[src/rtl/sw_reader_pkg.sv]
// Shared types and constants for the switch debounce reader.
//   grade_t  : grade class decoded from the low switch nibble
//   state_t  : debouncer FSM states
//   NOTA_*   : unsigned grade thresholds
//   LETRA_*  : seven-segment letter patterns for downstream encoders
package sw_reader_pkg;

  typedef enum logic [1:0] {
    GRADE_P = 2'd0,
    GRADE_F = 2'd1,
    GRADE_A = 2'd2
  } grade_t;

  typedef enum logic {
    ST_STABLE   = 1'b0,
    ST_SETTLING = 1'b1
  } state_t;

  localparam int unsigned NOTA_A_MIN = 7;
  localparam int unsigned NOTA_F_MIN = 4;

  localparam logic [7:0] LETRA_A = 8'b01110111;
  localparam logic [7:0] LETRA_F = 8'b01110001;
  localparam logic [7:0] LETRA_P = 8'b01110011;

  // Map a grade value onto its class; thresholds are inclusive.
  function automatic grade_t grade_of(input int unsigned nota);
    if (nota >= NOTA_A_MIN)      return GRADE_A;
    else if (nota >= NOTA_F_MIN) return GRADE_F;
    else                         return GRADE_P;
  endfunction

endpackage

[src/rtl/sw_debounce_reader_if.sv]
// Bundle between the raw switch bank and the display/LED consumers.
//   SWI        : raw asynchronous switch inputs
//   sw_stable  : debounced switch word
//   sw_changed : one-cycle pulse when sw_stable takes a new value
//   nota       : low nibble of sw_stable
//   grade      : grade class of nota
//   sw_rise    : bits that went 0->1 at a commit
//   sw_fall    : bits that went 1->0 at a commit
// slave is the reader side, master is the board/consumer side.
interface sw_debounce_reader_if #(
  parameter int unsigned NBITS_SW   = 8,
  parameter int unsigned NBITS_NOTA = 4
);
  import sw_reader_pkg::*;

  logic [NBITS_SW-1:0]   SWI;
  logic [NBITS_SW-1:0]   sw_stable;
  logic                  sw_changed;
  logic [NBITS_NOTA-1:0] nota;
  grade_t                grade;
  logic [NBITS_SW-1:0]   sw_rise;
  logic [NBITS_SW-1:0]   sw_fall;

  modport master (
    output SWI,
    input  sw_stable, sw_changed, nota, grade, sw_rise, sw_fall
  );

  modport slave (
    input  SWI,
    output sw_stable, sw_changed, nota, grade, sw_rise, sw_fall
  );

endinterface

[src/rtl/sw_sync2.sv]
// Two-flop synchronizer for a bank of asynchronous switch inputs.
//   clk_2 : clock
//   reset : synchronous active-high reset
//   d     : asynchronous input word
//   q     : synchronized word (second flop)
module sw_sync2 #(
  parameter int unsigned NBITS_SW = 8
) (
  input  logic                clk_2,
  input  logic                reset,
  input  logic [NBITS_SW-1:0] d,
  output logic [NBITS_SW-1:0] q
);

  logic [NBITS_SW-1:0] sync1;

  always_ff @(posedge clk_2) begin
    if (reset) begin
      sync1 <= '0;
      q     <= '0;
    end else begin
      sync1 <= d;
      q     <= sync1;
    end
  end

endmodule

[src/rtl/sw_debounce_reader.sv]
// Reads the raw switch bank, synchronizes and debounces it, and publishes a
// registered switch word with a change strobe and a decoded grade class.
//   clk_2 : clock
//   reset : synchronous active-high reset
//   bus   : sw_debounce_reader_if.slave (SWI in; sw_stable, sw_changed,
//           nota, grade, sw_rise, sw_fall out)
// Optional build macro SW_EDGE_MASK_EN: registers per-bit rise/fall masks at
// each commit. Without it sw_rise/sw_fall are driven to zero.
module sw_debounce_reader
  import sw_reader_pkg::*;
#(
  parameter int unsigned NBITS_SW        = 8,
  parameter int unsigned DEBOUNCE_CYCLES = 4,
  parameter int unsigned NBITS_NOTA      = 4
) (
  input  logic                  clk_2,
  input  logic                  reset,
  sw_debounce_reader_if.slave   bus
);

  localparam int unsigned CNT_W = (DEBOUNCE_CYCLES > 1) ? $clog2(DEBOUNCE_CYCLES) : 1;
  localparam logic [CNT_W-1:0] CNT_LAST = CNT_W'(DEBOUNCE_CYCLES - 1);

  state_t              state, state_nxt;
  logic [NBITS_SW-1:0] sync2;
  logic [NBITS_SW-1:0] cand, cand_nxt;
  logic [CNT_W-1:0]    cnt, cnt_nxt;
  logic [NBITS_SW-1:0] sw_stable, stable_nxt;
  logic                sw_changed, changed_nxt;

  sw_sync2 #(.NBITS_SW(NBITS_SW)) u_sync (
    .clk_2 (clk_2),
    .reset (reset),
    .d     (bus.SWI),
    .q     (sync2)
  );

`ifdef SW_EDGE_MASK_EN
  logic [NBITS_SW-1:0] sw_rise, rise_nxt;
  logic [NBITS_SW-1:0] sw_fall, fall_nxt;
`endif

  // State and datapath registers.
  always_ff @(posedge clk_2) begin
    if (reset) begin
      state      <= ST_STABLE;
      cand       <= '0;
      cnt        <= '0;
      sw_stable  <= '0;
      sw_changed <= 1'b0;
`ifdef SW_EDGE_MASK_EN
      sw_rise    <= '0;
      sw_fall    <= '0;
`endif
    end else begin
      state      <= state_nxt;
      cand       <= cand_nxt;
      cnt        <= cnt_nxt;
      sw_stable  <= stable_nxt;
      sw_changed <= changed_nxt;
`ifdef SW_EDGE_MASK_EN
      sw_rise    <= rise_nxt;
      sw_fall    <= fall_nxt;
`endif
    end
  end

  // Next-state and commit logic; any bit difference restarts settling.
  always_comb begin
    state_nxt   = state;
    cand_nxt    = cand;
    cnt_nxt     = cnt;
    stable_nxt  = sw_stable;
    changed_nxt = 1'b0;
`ifdef SW_EDGE_MASK_EN
    rise_nxt    = '0;
    fall_nxt    = '0;
`endif
    case (state)
      ST_STABLE: begin
        if (sync2 != sw_stable) begin
          state_nxt = ST_SETTLING;
          cand_nxt  = sync2;
          cnt_nxt   = '0;
        end
      end
      ST_SETTLING: begin
        if (sync2 != cand) begin
          cand_nxt = sync2;
          cnt_nxt  = '0;
        end else if (cnt == CNT_LAST) begin
          // A bounce that settles back on the old word commits silently.
          state_nxt   = ST_STABLE;
          cnt_nxt     = '0;
          stable_nxt  = cand;
          changed_nxt = (cand != sw_stable);
`ifdef SW_EDGE_MASK_EN
          rise_nxt    = cand & ~sw_stable;
          fall_nxt    = ~cand & sw_stable;
`endif
        end else begin
          cnt_nxt = cnt + CNT_W'(1);
        end
      end
      default: state_nxt = ST_STABLE;
    endcase
  end

  assign bus.sw_stable  = sw_stable;
  assign bus.sw_changed = sw_changed;
  assign bus.nota       = sw_stable[NBITS_NOTA-1:0];
  assign bus.grade      = grade_of(32'(sw_stable[NBITS_NOTA-1:0]));

`ifdef SW_EDGE_MASK_EN
  assign bus.sw_rise = sw_rise;
  assign bus.sw_fall = sw_fall;
`else
  assign bus.sw_rise = '0;
  assign bus.sw_fall = '0;
`endif

endmodule

[src/flat_wrapper.sv]
// flat-port wrapper written by rule: the top's interface ports become plain ports
module sw_debounce_reader_flat import sw_reader_pkg::*;
#(
  parameter int unsigned NBITS_SW        = 8,
  parameter int unsigned DEBOUNCE_CYCLES = 4,
  parameter int unsigned NBITS_NOTA      = 4
)
  (clk_2, reset, bus_SWI, bus_sw_stable, bus_sw_changed, bus_nota, bus_grade, bus_sw_rise, bus_sw_fall);
  sw_debounce_reader_if #(.NBITS_SW(NBITS_SW), .NBITS_NOTA(NBITS_NOTA)) bus_i ();
  input  logic clk_2;
  input  logic reset;
  input wire logic [$bits(bus_i.SWI)-1:0] bus_SWI;
  output wire logic [$bits(bus_i.sw_stable)-1:0] bus_sw_stable;
  output wire logic [$bits(bus_i.sw_changed)-1:0] bus_sw_changed;
  output wire logic [$bits(bus_i.nota)-1:0] bus_nota;
  output wire logic [$bits(bus_i.grade)-1:0] bus_grade;
  output wire logic [$bits(bus_i.sw_rise)-1:0] bus_sw_rise;
  output wire logic [$bits(bus_i.sw_fall)-1:0] bus_sw_fall;
  assign bus_i.SWI = bus_SWI;
  assign bus_sw_stable = bus_i.sw_stable;
  assign bus_sw_changed = bus_i.sw_changed;
  assign bus_nota = bus_i.nota;
  assign bus_grade = bus_i.grade;
  assign bus_sw_rise = bus_i.sw_rise;
  assign bus_sw_fall = bus_i.sw_fall;
  sw_debounce_reader #(.NBITS_SW(NBITS_SW), .DEBOUNCE_CYCLES(DEBOUNCE_CYCLES), .NBITS_NOTA(NBITS_NOTA)) u_core (.clk_2(clk_2), .reset(reset), .bus(bus_i));
endmodule
[config.mk]
export PLATFORM = sky130hd
export DESIGN_NAME = sw_debounce_reader_flat
export DESIGN_NICKNAME = d
export VERILOG_FILES = /design/src/rtl/sw_reader_pkg.sv /design/src/rtl/sw_debounce_reader_if.sv /design/src/rtl/sw_sync2.sv /design/src/rtl/sw_debounce_reader.sv /design/src/flat_wrapper.sv
export SDC_FILE = /design/constraint.sdc
export NUM_CORES = 1
export LEC_CHECK = 0
export ABC_AREA = 1
export CORE_UTILIZATION = 46
export CTS_CLUSTER_DIAMETER = 80
export DETAILED_ROUTE_END_ITERATION = 8
export PLACE_DENSITY = 0.81
export SLEW_MARGIN = 15
export SYNTH_ARGS = -nofsm -noshare
export SYNTH_HDL_FRONTEND = slang
export SYNTH_SLANG_ARGS = --single-unit
export TNS_END_PERCENT = 1
[constraint.sdc]
create_clock -name clk_2 -period 1.37 [get_ports clk_2]
set_clock_uncertainty 0.05 [all_clocks]
set_input_delay 0.3425 -clock clk_2 [delete_from_list [all_inputs] [get_ports clk_2]]
set_output_delay 0.3425 -clock clk_2 [all_outputs]
set_load 0.1 [all_outputs]
==> impl_metrics.csv <==
group,metric,value,unit
outcome,status,"finished, violations left",
outcome,violations,"setup timing",
clock_network,worstSkewPairLatency,290,ps
pwr,power_switching,0.000940,W
synthesis,synthDominantCellAreaShare,36.7,%
sta,setup_violations,24,
floorplanning,core-area,0.00406,mm2
worst_setup_path,path_max_fanout,3,
pwr,clkPwrFrac,30.4,%
synthesis,syn_area,0.00197,mm2
pwr,powerDensity,973,mW/mm2
hold_path,hold_class,"flop to flop",
placement,pre_cts_ws,-151,ps
sta,period_share,128,%
worst_setup_path,critical-path-max-stage-delay,360,ps
clock_network,clk_pin_slew,70,ps
routing,ant_nets,0,
worst_setup_path,crit_family,"flip-flops",
clock_network,ctsHtreeMaxLevel,2,
cells_and_area,final_cell_mix,"nand2_1, buf_4, nor2_1",
clock_network,cts_buffers,5,
global_routing,grt_pass1_wl,7290,um
cells_and_area,final_util,70.7,%
synthesis,yosys_most_used_dff,"dfxtp_1",
worst_setup_path,critical_path_required,980,ps
synthesis,synth_area_leader_cell,"dfxtp_1",
cells_and_area,antenna_cells,0,
routing,route.vias.total,1965,
sta,hold_viol_final,0,
worst_setup_path,reg2reg_from,"u_core.cand[4]",
worst_setup_path,start_kind,"flop",
global_routing,grt_pass1_vias,1733,
routing,drt_iter0_drc,109,
placement,hpwl,3290,um
synthesis,ys_warn_count,0,
pwr,sw_frac_of_total,33.7,%
cells_and_area,num-fill-cells,312,
sta,min_period,1750,ps
worst_setup_path,regToRegEndpoint,"u_core.cand[1]",
cells_and_area,final_area,0.00287,mm2
cells_and_area,synthToLayoutAreaGrowth,46.0,%
floorplanning,die_area,0.00454,mm2
floorplanning,rows,23,
cells_and_area,drive_gt1_share,36.5,%
run,max_cap_violations,0,
global_routing,grt.overflow.total,0,
worst_setup_path,r2r_cells,9,
global_routing,grt_max_degree,19,
worst_setup_path,cp.depth,5,
placement,globalplace.congestion,0.857,
clock_network,cts_tree,"done",
placement,dpl_cell_area,0.00269,mm2
routing,drt-pass1-iter-count,4,
sta,rsz0062_at_grt,"yes",
routing,route.detailed.drc,0,
worst_setup_path,path_cells,"inv_4 > o31ai_4 > or2_4 > clkinvlp_4 > buf_12",
synthesis,syn_inst,295,
cells_and_area,seq_area,759,um2
pwr,pwr-share-comb,28.4,%
floorplanning,ios,41,
pwr,irDropWorstVdd,0.692,mV
global_routing,grtUsageTotal,22.0,%
pwr,total_power,0.00279,W
clock_network,clk_path_buf_depth,2,
clock_network,hold_buffers,0,
worst_setup_path,path_class,"flop to output pin",
routing,wirelength,4540,um
synthesis,async_flop_share,0,%
worst_setup_path,r2r_slack,-90,ps
cells_and_area,final_common_cell,"nand2_1",
pwr,power.internal,0.00185,W
sta,finalSetupTns,-2040,ps
clock_network,cts_root_buffer,"clkbuf_8",
sta,fmax,0.571,GHz
synthesis,syn_avg_cell_area,6.66,um2
clock_network,cts.sinks,36,
floorplanning,die_y,67.4,um
floorplanning,initial_core_util,48.4,%
worst_setup_path,endpoint_kind,"output pin",
worst_setup_path,crit_slowest_cell,"dfxtp_4",
placement,io_buffers,24,
routing,viasPerCell,4.75,
routing,wl_per_cell,11.0,um
synthesis,synth_edf_count,0,
synthesis,synthTopCellsByArea,"dfxtp_1, nand2_1, buf_4",
floorplanning,die_w,67.4,um
hold_path,hold_start,"u_core.u_sync.sync1[5]",
hold_path,hold_path_end,"u_core.u_sync.q[5]",
sta,postLayoutSetupSlackWorst,-381,ps
pwr,p_leak,1.39,nW
synthesis,synth_cell_types,25,
synthesis,synth-seq-cells,36,
hold_path,whs_path_depth,2,
cells_and_area,fin_nets,374,
worst_setup_path,worstPathArrival,1360,ps
cells_and_area,multi_input_area,953,um2
worst_setup_path,critPathBufInv,3,
synthesis,ys_seq_area_share,36.7,%
pwr,pwr-share-seq,41.2,%
sta,drv_slew,0,
global_routing,antenna_found_initial,0,
==> power groups by stage <==
stage | Clock (W) | Sequential (W) | Combinational (W)
2_1_floorplan | 0 | 0.00116 | 0.000578
3_3_place_gp | 0 | 0.00116 | 0.000748
3_5_place_dp | 0 | 0.00116 | 0.000772
4_1_cts | 0.000848 | 0.00114 | 0.000782
5_1_grt | 0.000905 | 0.00116 | 0.000858
6_report | 0.000848 | 0.00115 | 0.000795
==> synthesized netlist by cell type, types with 2 or more instances <==
master / number
nand4_1: 5
a21oi_1: 18
inv_2: 8
nor2_1: 40
inv_1: 38
nor2_2: 3
nand2_1: 73
nor3_1: 2
a21oi_2: 3
clkbuf_1: 2
nand2_2: 6
xor2_1: 2
buf_2: 3
nor2_4: 2
buf_6: 3
buf_4: 20
nand3_2: 4
dfxtp_1: 36
nand3_1: 21
==> repair_timing <==
item | in CTS | in global routing
pin swaps | 1 | 4
setup endpoints to repair | 26 | 33
setup buffers | 1 | 1
resized for setup | 13 | 19
==> per-stage QoR <==
stage	hold slack [ps]	instances
3_3_place_gp	339	404
2_1_floorplan	338	310
5_1_grt	375	414
3_5_place_dp	350	404
4_1_cts	352	413
6_report	349	414
==> routing by layer <==
layer	global-route usage (%)	wire length [um]	vias up
met3	4.56	209	10
met5	0	0	-
met2	37.4	2260	54
li1	-	-	999
met4	10.6	111	0
met1	26.1	1960	902
==> worst register-to-register path, stage by stage (launching register included) <==
cell and delay (ps):
dfxtp_2 350, inv_1 70, nand2_1 90, nand2_1 70
nor2_2 130, nand2_1 80, nor2_2 130, nand2_4 150
a21oi_1 170, nor2_1 60
==> worst max-delay path by stage <==
stage	end	slack, ps	startpoint
floorplan	bus_grade[0]	-1230	u_core.bus.sw_stable[0]
global placement	u_core.cand[5]	-90	u_core.cand[2]
finish	bus_grade[0]	-380	u_core.bus.sw_stable[0]
detailed placement	u_core.cand[6]	-150	u_core.cand[5]
CTS	bus_grade[0]	-380	u_core.bus.sw_stable[0]
global route	bus_grade[0]	-430	u_core.bus.sw_stable[0]
==> area by class of cell <==
cell class                      count  share of cell area (%)
Clock buffer                        8                    3.49
Inverter                           47                    6.45
Multi-Input combinational cell    199                    33.2
Sequential cell                    36                    26.5
Tap cell                           50                    2.18
Timing Repair Buffer               74                    28.2
==> registers in the layout (all words and copies together), names as in the netlist <==
register and cells:
u_core.cand 8, u_core.bus.sw_changed 1, u_core.state 1, u_core.bus.sw_stable 8
u_core.u_sync.q 8, u_core.u_sync.sync1 8, u_core.cnt 2
==> cell families after synthesis <==
family          synth area share, %
compound gates                 6.30
xor+xnor                       1.34
fa+ha+maj                     0.636
buf+inv                        19.5
flops                          36.7
other cells                   0.191
simple gates                   35.4
No activity file was read; power rests on OpenSTA's default activity.
==> RTL change 1 (config.mk and constraints unchanged) <==
Add a define of `SW_EDGE_MASK_EN`.
--- a/src/rtl/sw_debounce_reader.sv
+++ b/src/rtl/sw_debounce_reader.sv
@@ -8,2 +8,4 @@
 // each commit. Without it sw_rise/sw_fall are driven to zero.
+`define SW_EDGE_MASK_EN
+
 module sw_debounce_reader
Behaviour: not the same (a bounded check fails within 10 cycles, from zero or initial values and one cycle with reset high).
==> RTL change 1 against the original RTL <==
The flow still finishes with violations (negative setup slack); synthesized area up 22%; critical path type unchanged; highest routed layer unchanged; cell area up 37%; setup slack better by 0.15 ns; sequential cell count up 16; synthesized cell count up 4.1%; largest cell class is now non-clock buffers; total power up 11%; routed wire length up 31%.
==> RTL change 1: results (changes against the original RTL) <==
Clock Path Buffers 2 (unchanged); First-pass DRT Iterations 4 (unchanged); Ys Warns 0 (unchanged); hold path start u_core.u_sync.sync1[1]$_SDFF_PP0_ (was u_core.u_sync.sync1[5]$_SDFF_PP0_); CP Launch Point u_core.bus.sw_stable[0]$_SDFFE_PP0P_ (unchanged); Top delay family on crit path flip-flops (unchanged); setup_tns -7.15 ns (was -2.04 ns); Total GRT Usage 23.1% (was 22.0%); Area after DPL 0.00357 mm^2 (was 0.00269 mm^2); syn_nets about 330; number of synthesized flops with an enable pin 0 (unchanged); Clock transition at path regs 0.09 ns (was 0.07 ns); IO Port Bufs 40 (was 24); status finished, violations left (unchanged); Setup WS pre-CTS -0.172 ns (was -0.151 ns); largest net degree at the start of global routing 18 (was 19); GPL Wtd Cong 0.882 (was 0.857); sequential share of the synthesized area 43.5% (was 36.7%); n_diodes 0 (unchanged); top post-synthesis cells by area dfxtp_1 (44%), ha_1 (8.9%), inv_1 (8.8%), nand2_1 (8.3%), nand3_1 (6.7%) (was dfxtp_1 (37%), nand2_1 (14%), buf_4 (7.6%), nor2_1 (7.6%), inv_1 (7.3%)); Slowest-stage cell, CP dfxtp_4 (unchanged); HPWL after detailed placement 4190 um (was 3290 um); Avg Cell Area, Syn 7.79 um^2 (was 6.66 um^2); Detailed Route Iter0 Violations 93 (was 109); WL per Instance 12.6 um (was 11.0 um); Min-Delay Path Class flop to flop (unchanged); initial antenna violation count 0 (unchanged); RR Startpoint u_core.cand[5]$_SDFFE_PP0P_ (was u_core.cand[4]$_SDFFE_PP0P_); ratio of cells with drive above 1 in the final layout 41.3% (was 36.5%); vias in the first global route 2184 (was 1733); layout net count 430 (was 374); Num CTS Buffers 5 (unchanged); Worst VDD drop 849 uV (was 692 uV); internal power 2.24 mW (was 1.85 mW); Fillers 278 (was 312); first-pass GRT wire length 9540 um (was 7290 um); # setup viols final 45 (was 24); Max stage delay on crit path 0.36 ns (about the same); critical-path maximum fanout 2 (was 3); Worst Setup Slack, final -0.229 ns (was -0.381 ns); Slew Limit Headroom between 80 and 90%; failing checks negative setup slack (unchanged); multi-input combinational cell area 0.00114 mm^2 (was 953 um^2); placed cells 453 (was 404); list of most frequent post-synthesis cells inv_1 (56), nand2_1 (53), dfxtp_1 (52) (was nand2_1 (73), nor2_1 (40), inv_1 (38)); Yosys cell types 26 (was 25); leakage 1.77 nW (was 1.39 nW); Main synth FF type dfxtp_1 (unchanged); fin cells 471 (was 414); Async S/R FF share, synth 0% (unchanged); Clk Latency, worst-skew pair 0.31 ns (was 0.29 ns); clk root buf clkbuf_8 (unchanged); Arrival @ worst endpoint 1.21 ns (was 1.36 ns); drt via density 4.81 (was 4.75); CTS H-tree lvls 2 (unchanged)
RTL change 1: worst paths after layout:
| path | slack [ns] | endpoint | cells after the start |
|---|---|---|---|
| worst max-delay path | -0.23 | bus_grade[1] | 4 |
| worst min-delay path | 0.35 | u_core.u_sync.q[1]$_SDFF_PP0_ | 2 |
| worst max register to register | -0.19 | u_core.bus.sw_rise[2]$_SDFF_PP0_ | 11 |
| worst min register to register | 0.35 | u_core.u_sync.q[1]$_SDFF_PP0_ | 2 |
RTL change 1: logic make-up after synthesis:
group           after synthesis  synth area share [%]
buf+inv                      77                  13.5
fa+ha+maj                    17                  8.89
compound gates               17                  3.82
xor+xnor                      2                 0.732
flops                        52                  43.5
simple gates                142                  29.6
RTL change 1: timing repair:
action / 4_1_cts / 5_1_grt
resized for setup: 24 / 37
endpoints found under the hold margin: 0 / 0
endpoints found under the setup margin: 47 / 50
pin swaps: 2 / 8
setup buffers: 6 / 4
RTL change 1: layout make-up:
cell class              instances  area share (%)
inverters                      66            6.44
well taps                      67            2.13
clock buffers                   8            2.29
multi-input cells             178            29.0
flip-flops and latches         52            27.7
repair buffers                100            32.5
RTL change 1: power by group through the flow:
stage	clock network (mW)	logic (mW)	registers [mW]
4_1_cts	0.904	0.548	1.59
3_5_place_dp	0	0.533	1.63
6_report	0.903	0.605	1.60
5_1_grt	0.980	0.666	1.60
2_1_floorplan	0	0.300	1.63
3_3_place_gp	0	0.498	1.62
RTL change 1: layer usage:
| layer | vias up | wire [um] | track usage, % |
|---|---|---|---|
| li1 | 1112 | - | - |
| met1 | 1061 | 2300 | 24.7 |
| met2 | 81 | 3270 | 43.1 |
| met3 | 12 | 260 | 5.56 |
| met4 | 0 | 113 | 9.62 |
| met5 | - | 0 | 0 |
==> RTL change 2 (same settings) <==
Without the edit above. Reset style: asynchronous (`reset`), changed in 2 clocked blocks. Comments in the files are not updated.
--- a/src/rtl/sw_sync2.sv
+++ b/src/rtl/sw_sync2.sv
@@ -16,3 +16,3 @@
 
-  always_ff @(posedge clk_2) begin
+  always_ff @(posedge clk_2 or posedge reset) begin
     if (reset) begin
--- a/src/rtl/sw_debounce_reader.sv
+++ b/src/rtl/sw_debounce_reader.sv
@@ -43,3 +43,3 @@
   // State and datapath registers.
-  always_ff @(posedge clk_2) begin
+  always_ff @(posedge clk_2 or posedge reset) begin
     if (reset) begin
Behaviour: differs if reset is asserted again (counterexample within 10 cycles, from zero or initial values and one cycle with reset high); with reset held inactive, the same outputs for 10 cycles.
==> RTL change 2 against the original RTL <==
Synthesized area is 7.6% lower; total power is 16% lower; largest cell class is now sequential cells; routed wire length is 14% lower; critical path depth shrank 1; count of clock-buffer cells in the layout did not move; setup slack better by 0.094 ns; cell area decreased by 8.5%; the run still ends with negative setup slack left; utilization decreased by 0.097 points; sequential cell count stayed put.
==> RTL change 2: results (changes against the original RTL) <==
met3 wire len 232 um (was 209 um); WL met1 1440 um (was 1960 um); Fillers 271 (was 312); Worst Setup Slack, final -0.287 ns (was -0.381 ns); metal2 WL 2120 um (was 2260 um); area grow syn2layout 44.5% (was 46.0%); placed cells 306 (was 404); ratio of cells with drive above 1 in the final layout 32.5% (was 36.5%); highest metal used met4 (unchanged); setup_tns -2.79 ns (was -2.04 ns); CP Launch Point u_core.bus.sw_stable[2]$_DFFE_PP0P_ (was u_core.bus.sw_stable[0]$_SDFFE_PP0P_); layout net count 278 (was 374); top post-synthesis cells by area dfrtp_1 (50%), nand2_1 (14%), buf_4 (8.7%), inv_1 (5.2%), xnor2_1 (3.9%) (was dfxtp_1 (37%), nand2_1 (14%), buf_4 (7.6%), nor2_1 (7.6%), inv_1 (7.3%)); Num CTS Buffers 5 (unchanged); first-pass GRT wire length 6560 um (was 7290 um); Setup WS pre-CTS -0.159 ns (was -0.151 ns); Yosys cell types 23 (was 25); hold path endpoint u_core.u_sync.q[4]$_DFF_PP0_ (was u_core.u_sync.q[5]$_SDFF_PP0_); n_diodes 0 (unchanged); HPWL after detailed placement 2780 um (was 3290 um); Worst VDD drop 817 uV (was 692 uV); Main synth FF type dfrtp_1 (was dfxtp_1); IO Port Bufs 24 (unchanged); r2r endpoint u_core.bus.sw_stable[1]$_DFFE_PP0P_ (was u_core.cand[1]$_SDFFE_PP0P_); largest net degree at the start of global routing 37 (was 19); status finished, violations left (unchanged); Min-Delay Path Class flop to flop (unchanged); Max stage delay on crit path 0.51 ns (was 0.36 ns); Async S/R FF share, synth 100% (was 0%); crit path to bus_grade[0] (unchanged); Area after DPL 0.00243 mm^2 (was 0.00269 mm^2); Min-Delay Path Depth 0 (was 2); First-pass DRT Iterations 4 (unchanged); fin cells 316 (was 414); drt via density 4.82 (was 4.75); leakage 1.29 nW (was 1.39 nW); Arrival @ worst endpoint 1.26 ns (was 1.36 ns); GPL Wtd Cong 0.839 (was 0.857); Avg Cell Area, Syn 8.61 um^2 (was 6.66 um^2); RR Startpoint u_core.u_sync.q[1]$_DFF_PP0_ (was u_core.cand[4]$_SDFFE_PP0P_); Slowest-stage cell, CP dfrtp_4 (was dfxtp_4); critical-path maximum fanout 5 (was 3); list of most frequent post-synthesis cells nand2_1 (68), dfrtp_1 (36), inv_1 (25) (was nand2_1 (73), nor2_1 (40), inv_1 (38)); Total GRT Usage 21.4% (was 22.0%); final hold slack 0.297 ns (was 0.349 ns); vias in the first global route 1480 (was 1733); failing checks negative setup slack (unchanged); Clock transition at path regs 0.07 ns (about the same); Detailed Route Iter0 Violations 72 (was 109); WL per Instance 12.4 um (was 11.0 um); # setup viols final 33 (was 24); hold path start u_core.u_sync.sync1[4]$_DFF_PP0_ (was u_core.u_sync.sync1[5]$_SDFF_PP0_); sequential share of the synthesized area 49.6% (was 36.7%)
==> RTL change 2: changes by cell type after synthesis, moves of 8 or more <==
cell,change
dfrtp_1,+36
a21oi_1,-16
inv_1,-13
nand3_1,-8
dfxtp_1,-36
nor2_1,-33
==> RTL change 2: worst max-delay path, delay by kind of cell, from the launching register on <==
kind / cells / cell delay, ns
flip-flops: 1 / 0.51
AND/OR/NAND/NOR: 1 / 0.07
buffers and inverters: 3 / 0.40
==> RTL change 2: layout make-up <==
| cell class | instances | share of cell area [%] |
|---|---|---|
| tap | 48 | 2.29 |
| inverter | 26 | 3.86 |
| sequential | 36 | 35.2 |
| timing repair buffer | 58 | 26.2 |
| clock buffer | 8 | 3.81 |
| multi-input combinational | 140 | 28.6 |
==> RTL change 2: per-layer routing <==
metal | vias up | global-route usage (%)
met5 | - | 0
met4 | 0 | 11.9
met3 | 11 | 4.93
met2 | 60 | 37.5
met1 | 720 | 23.6
li1 | 731 | -
==> RTL change 2: cell families (layout without fill, tap and decap cells) <==
family / Yosys count / after routing / share of synthesized area (%)
compound gates: 6 / 6 / 1.65
fa+ha+maj: 1 / 1 / 0.689
simple gates: 107 / 107 / 27.5
other cells: 1 / 16 / 0.206
buf+inv: 50 / 92 / 15.5
flops: 36 / 36 / 49.6
xor+xnor: 10 / 10 / 4.82
==> RTL change 2: report_power, final <==
group          leakage (nW)  internal [mW]  switching [mW]
clock network        0.0515          0.458           0.353
logic                 0.816          0.103           0.302
registers             0.425           1.10          0.0311
total                  1.29           1.66           0.687
==> RTL change 2: what timing repair did <==
item,4_1_cts,5_1_grt
setup buffers,2,0
setup endpoints to repair,34,34
hold buffers,0,0
pin swaps,1,4
gates resized for setup,15,7
